===== src/rtl/multicycle_controller.sv =====
// multicycle_controller: RV32I multi-cycle control FSM with memory wait states, JAL, trap and retire counter
module multicycle_controller #(
  parameter int CNT_W    = 32,
  parameter bit HAS_JAL  = 1'b1,
  parameter bit MEM_WAIT = 1'b1
) (
  input  logic             clk,
  input  logic             rst_n,
  input  logic [6:0]       opcode,
  input  logic             zero,
  input  logic             mem_ready,
  output logic             mem_req,
  output logic             adrsrc,
  output logic             memwrite,
  output logic             irwrite,
  output logic             pcwrite,
  output logic             regwrite,
  output logic [1:0]       resultsrc,
  output logic [1:0]       alusrca,
  output logic [1:0]       alusrcb,
  output logic [1:0]       aluop,
  output logic             illegal,
  output logic [CNT_W-1:0] instret,
  output logic [3:0]       state
);
  typedef enum logic [3:0] {
    S_FETCH    = 4'd0,
    S_DECODE   = 4'd1,
    S_MEMADR   = 4'd2,
    S_MEMREAD  = 4'd3,
    S_MEMWB    = 4'd4,
    S_MEMWRITE = 4'd5,
    S_EXECR    = 4'd6,
    S_ALUWB    = 4'd7,
    S_EXECI    = 4'd8,
    S_JAL      = 4'd9,
    S_BEQ      = 4'd10,
    S_TRAP     = 4'd11
  } state_t;
  localparam logic [6:0] OP_LW   = 7'b0000011;
  localparam logic [6:0] OP_SW   = 7'b0100011;
  localparam logic [6:0] OP_R    = 7'b0110011;
  localparam logic [6:0] OP_I    = 7'b0010011;
  localparam logic [6:0] OP_BEQ  = 7'b1100011;
  localparam logic [6:0] OP_JAL  = 7'b1101111;
  state_t           r_state;
  state_t           w_next;
  logic [CNT_W-1:0] r_instret;
  logic             w_rdy;
  logic             w_pcupdate;
  logic             w_branch;
  logic             w_retire;
  assign w_rdy     = mem_ready | ~MEM_WAIT;
  assign pcwrite   = w_pcupdate | (w_branch & zero);
  assign illegal   = r_state == S_TRAP;
  assign instret   = r_instret;
  assign state     = r_state;
  assign w_retire  = (w_next == S_FETCH) &&
                     (r_state == S_MEMWB || r_state == S_MEMWRITE ||
                      r_state == S_ALUWB || r_state == S_BEQ);
  // state register; reset aborts any instruction in flight
  always_ff @(posedge clk or negedge rst_n)
    if (!rst_n) r_state <= S_FETCH;
    else        r_state <= w_next;
  // retired-instruction counter, bumped on each completing return to FETCH
  always_ff @(posedge clk or negedge rst_n)
    if (!rst_n)        r_instret <= '0;
    else if (w_retire) r_instret <= r_instret + CNT_W'(1);
  // next state and Moore output decode; pcwrite adds the branch-taken term
  always_comb begin
    w_next     = r_state;
    mem_req    = 1'b0;
    adrsrc     = 1'b0;
    memwrite   = 1'b0;
    irwrite    = 1'b0;
    regwrite   = 1'b0;
    w_pcupdate = 1'b0;
    w_branch   = 1'b0;
    resultsrc  = 2'b00;
    alusrca    = 2'b00;
    alusrcb    = 2'b00;
    aluop      = 2'b00;
    case (r_state)
      S_FETCH: begin
        mem_req    = 1'b1;
        alusrcb    = 2'b10;
        resultsrc  = 2'b10;
        irwrite    = w_rdy;
        w_pcupdate = w_rdy;
        w_next     = w_rdy ? S_DECODE : S_FETCH;
      end
      S_DECODE: begin
        alusrca = 2'b01;
        alusrcb = 2'b01;
        w_next  = (opcode == OP_LW || opcode == OP_SW) ? S_MEMADR :
                  (opcode == OP_R)                     ? S_EXECR  :
                  (opcode == OP_I)                     ? S_EXECI  :
                  (opcode == OP_BEQ)                   ? S_BEQ    :
                  (opcode == OP_JAL && HAS_JAL)        ? S_JAL    : S_TRAP;
      end
      S_MEMADR: begin
        alusrca = 2'b10;
        alusrcb = 2'b01;
        w_next  = (opcode == OP_LW) ? S_MEMREAD : S_MEMWRITE;
      end
      S_MEMREAD: begin
        mem_req = 1'b1;
        adrsrc  = 1'b1;
        w_next  = w_rdy ? S_MEMWB : S_MEMREAD;
      end
      S_MEMWB: begin
        resultsrc = 2'b01;
        regwrite  = 1'b1;
        w_next    = S_FETCH;
      end
      S_MEMWRITE: begin
        mem_req  = 1'b1;
        adrsrc   = 1'b1;
        memwrite = 1'b1;
        w_next   = w_rdy ? S_FETCH : S_MEMWRITE;
      end
      S_EXECR: begin
        alusrca = 2'b10;
        aluop   = 2'b10;
        w_next  = S_ALUWB;
      end
      S_EXECI: begin
        alusrca = 2'b10;
        alusrcb = 2'b01;
        aluop   = 2'b10;
        w_next  = S_ALUWB;
      end
      S_ALUWB: begin
        regwrite = 1'b1;
        w_next   = S_FETCH;
      end
      S_JAL: begin
        alusrca    = 2'b01;
        alusrcb    = 2'b10;
        w_pcupdate = 1'b1;
        w_next     = S_ALUWB;
      end
      S_BEQ: begin
        alusrca  = 2'b10;
        aluop    = 2'b01;
        w_branch = 1'b1;
        w_next   = S_FETCH;
      end
      default: w_next = S_TRAP;
    endcase
  end
endmodule


===== config.mk =====
export PLATFORM = sky130hd
export DESIGN_NAME = multicycle_controller
export DESIGN_NICKNAME = d
export VERILOG_FILES = /design/src/rtl/multicycle_controller.sv
export SDC_FILE = /design/constraint.sdc
export NUM_CORES = 1
export LEC_CHECK = 0
export CAP_MARGIN = 20
export CORE_ASPECT_RATIO = 0.9
export CORE_MARGIN = 8
export CORE_UTILIZATION = 45
export CTS_BUF_LIST = sky130_fd_sc_hd__clkbuf_4 sky130_fd_sc_hd__clkbuf_8
export DETAILED_ROUTE_END_ITERATION = 6
export GPL_ROUTABILITY_DRIVEN = 0
export GPL_TIMING_DRIVEN = 0
export MAX_ROUTING_LAYER = met4
export PLACE_DENSITY = 0.76
export SETUP_SLACK_MARGIN = 0.15
export SYNTH_ARGS = -nofsm -noshare
export SYNTH_HDL_FRONTEND = slang
export SYNTH_SLANG_ARGS = --single-unit

===== constraint.sdc =====
create_clock -name clk -period 6.1 [get_ports clk]
set_clock_uncertainty 0.05 [all_clocks]
set_input_delay 0.61 -clock clk [delete_from_list [all_inputs] [get_ports clk]]
set_output_delay 0.61 -clock clk [all_outputs]
set_load 0.01 [all_outputs]

==> run metrics <==
power density over the cells 366 nW/µm²; Hold Crit Class in2async; Final TNS setup 0 ns; synthesis-to-finish area growth 36.0%; unrepaired setup endpoints after global routing false; synthesized instance count between 200 and 250; number of maximum-capacitance violations 0; die area between 7000 and 8000 µm²; data arrival time at the worst-slack endpoint approximately 2.4 ns; total of endpoints with negative setup slack in the final report 0; number of antenna violations at the first check in global routing 0; total wire length after detailed routing about 5.6 mm; TritonRoute pass-1 iters 4; Layout Nets roughly 320; layout cells sized above 1 under 10%; Port Buf Inserts 61; number of top-level pins 62; wire length of the first global-routing pass around 9 mm; class of the most critical setup path reg2out; Wirelength per Cell 15.2 µm; distinct cell type count after synthesis 46; XOR/XNOR Fraction of Synth Area between 10 and 15%; run status finished, final reports clean; GRT Overall Usage around 17%; remaining antenna violation count 0; core outline area 4710 µm²; Mapped Nets roughly 250; type of origin of the critical path register; total count of max-transition violations in the final report 0; Final period util a little under 50%; maximum resistive drop on vdd between 0.2 and 0.3 mV; dominant combinational cell family by area after synthesis simple AND/OR/NAND/NOR gates; ant diodes 0; Async S/R FF share, synth between 90% and 100%; pin count of the biggest net entering global routing 37; starting density of the core between 40% and 50%; Post-Synth Adder-Cell Area less than 1%; commonest cells after routing, fill and taps aside sky130_fd_sc_hd__clkdlybuf4s50_1 (60), sky130_fd_sc_hd__dfrtp_1 (36), sky130_fd_sc_hd__xnor2_1 (20), sky130_fd_sc_hd__nor2_1 (19), sky130_fd_sc_hd__nand2_1 (18); netlist area before placement 2150 µm²; CP endpoint kind primary output; count of hold buffers inserted by post-cts repair 0; mean post-synth cell area around 9.2 µm²; multiplexer fraction of the synthesized cell area 1.51%; Max clock buf depth 2; number of hold-slack violations in the final timing report 0; H-tree lvl count 2; post-detailed-route via-to-cell ratio roughly 5.4; maximum clock rate between 0.3 and 0.4 GHz; number of synthesized flops with an enable pin 0; minimum clock period 3.01 ns; Horiz. Die Dim 88.9 µm; share of synthesized area occupied by flip-flops and latches about two fifths; detailed router's first-iteration violation count 85; worst-case reg-to-reg path depth 6; clock input transition at the sequential cells of the worst setup and hold paths 0.08 ns; DP HPWL ~4.3 mm; critical path data required time about 5.4 ns; Congestion Overflow GR 0; area of placed instances 2840 µm²; fraction of the mapped netlist area in simple logic gates around a third; warnings from Yosys 0; CTS tree built; number of core rows 24; critical path fanouts, max 10; floorplan die height around 80 µm; number of storage elements in the synthesis netlist 36; dominant synthesized flop cell sky130_fd_sc_hd__dfrtp_1; number of buffers added by the clock tree synthesis step 5; count of clock tree sinks 36; CTS resizes 0; leakage power between 0.001 and 0.0015 µW; clock latency of the later-clocked register in the worst-skew pair roughly 0.3 ns; commonest non-fill, non-tap cell in the layout sky130_fd_sc_hd__clkdlybuf4s50_1; Non-Filler Cell Area, Final just under 3000 µm²; number of global-route vias before repair approximately 1900; headroom to the max-slew limit between 30% and 40%; number of buffers inserted by post-CTS setup repair 0; root buf cell sky130_fd_sc_hd__clkbuf_8; vias around 2000; residual DRC count 0; complex-gate fraction of the synthesized area 5.53%; pin slew with the least headroom to its limit roughly 0.90 ns
==> kinds of logic after synthesis <==
logic type                 after synthesis
and+or+nand+nor                        129
DFF                                     36
AOI/OAI and AO/OA                       18
buffers and inverters                   15
adders and majority gates                1
muxes                                    3
xor gates and xnor gates                33
==> stage by stage <==
step	cells	hold slack [ns]	setup slack, ns	util [%]	total power, µW
finish	369	0.329	3.09	62.0	1070
global route	369	0.387	2.92	62.0	1150
CTS	369	0.360	3.09	62.0	1080
detailed placement	361	0.435	3.10	60.2	907
global placement	361	0.406	3.11	60.3	897
floorplan	235	0.264	3.86	-	662
==> path summary, 6_finish.rpt <==
check / start / end / slack, ns
worst min-delay path: rst_n / instret[9] / 0.33
worst max-delay path: state[1] / mem_req / 3.09
worst max register to register: instret[0] / instret[24] / 3.69
min in group clk: instret[31] / instret[31] / 0.45
worst min register to register: instret[31] / instret[31] / 0.45
max in group asynchronous: rst_n / instret[24] / 5.16
==> synth_stat cells, types with 3 or more instances <==
master / n / share of area (%)
sky130_fd_sc_hd__xor2_1: 13 / 5.3
sky130_fd_sc_hd__a211oi_1: 3 / 1.0
sky130_fd_sc_hd__nand4_1: 17 / 4.9
sky130_fd_sc_hd__a21oi_1: 5 / 1.2
sky130_fd_sc_hd__clkbuf_1: 8 / 1.4
sky130_fd_sc_hd__nand3_1: 17 / 4.0
sky130_fd_sc_hd__nand2_1: 18 / 3.1
sky130_fd_sc_hd__nand2b_1: 7 / 2.0
sky130_fd_sc_hd__or2_2: 3 / 0.87
sky130_fd_sc_hd__and2_1: 7 / 2.0
sky130_fd_sc_hd__xnor2_1: 20 / 8.1
sky130_fd_sc_hd__and3_1: 6 / 1.7
sky130_fd_sc_hd__o21ai_0: 3 / 0.70
sky130_fd_sc_hd__nor2_1: 19 / 3.3
sky130_fd_sc_hd__dfrtp_1: 36 / 42
sky130_fd_sc_hd__nor4_1: 6 / 1.7
sky130_fd_sc_hd__nor3_1: 14 / 3.3
==> state kept, by name (all words and copies together), names as in the netlist <==
signal and flops:
state 4, instret 32
==> final cells by class <==
class                           instances  area (µm²)
Timing Repair Buffer                   61         606
Multi-Input combinational cell        184        1180
Fill cell                             396        1790
Inverter                                2        7.51
Tap cell                               65        81.3
Clock inverter                          3        18.8
Clock buffer                            5        68.8
Sequential cell                        36         901
Buffer                                 13        62.6
==> worst max-delay path, stage by stage, from the launching register on <==
cell and delay (ns):
sky130_fd_sc_hd__dfrtp_1 0.44, sky130_fd_sc_hd__clkbuf_1 0.35, sky130_fd_sc_hd__clkbuf_1 0.34, sky130_fd_sc_hd__nor3_1 0.13
sky130_fd_sc_hd__or2_2 0.30, sky130_fd_sc_hd__clkdlybuf4s50_1 0.48
==> metal layers <==
| metal | track usage (%) | vias to the layer above | part of all wire, % |
|---|---|---|---|
| met5 | - | - | 0 |
| met4 | 6.07 | 0 | 1.3 |
| met3 | 4.30 | 7 | 8.2 |
| met2 | 25.6 | 71 | 45 |
| met1 | 20.7 | 937 | 45 |
| li1 | - | 976 | - |
==> power breakdown <==
part	leakage, µW	internal, µW	switching, µW
clock network	0.0000479	79.5	88.3
logic	0.000671	272	323
registers	0.000486	269	38.2
Note: power is estimated with default switching activity, not from simulation.
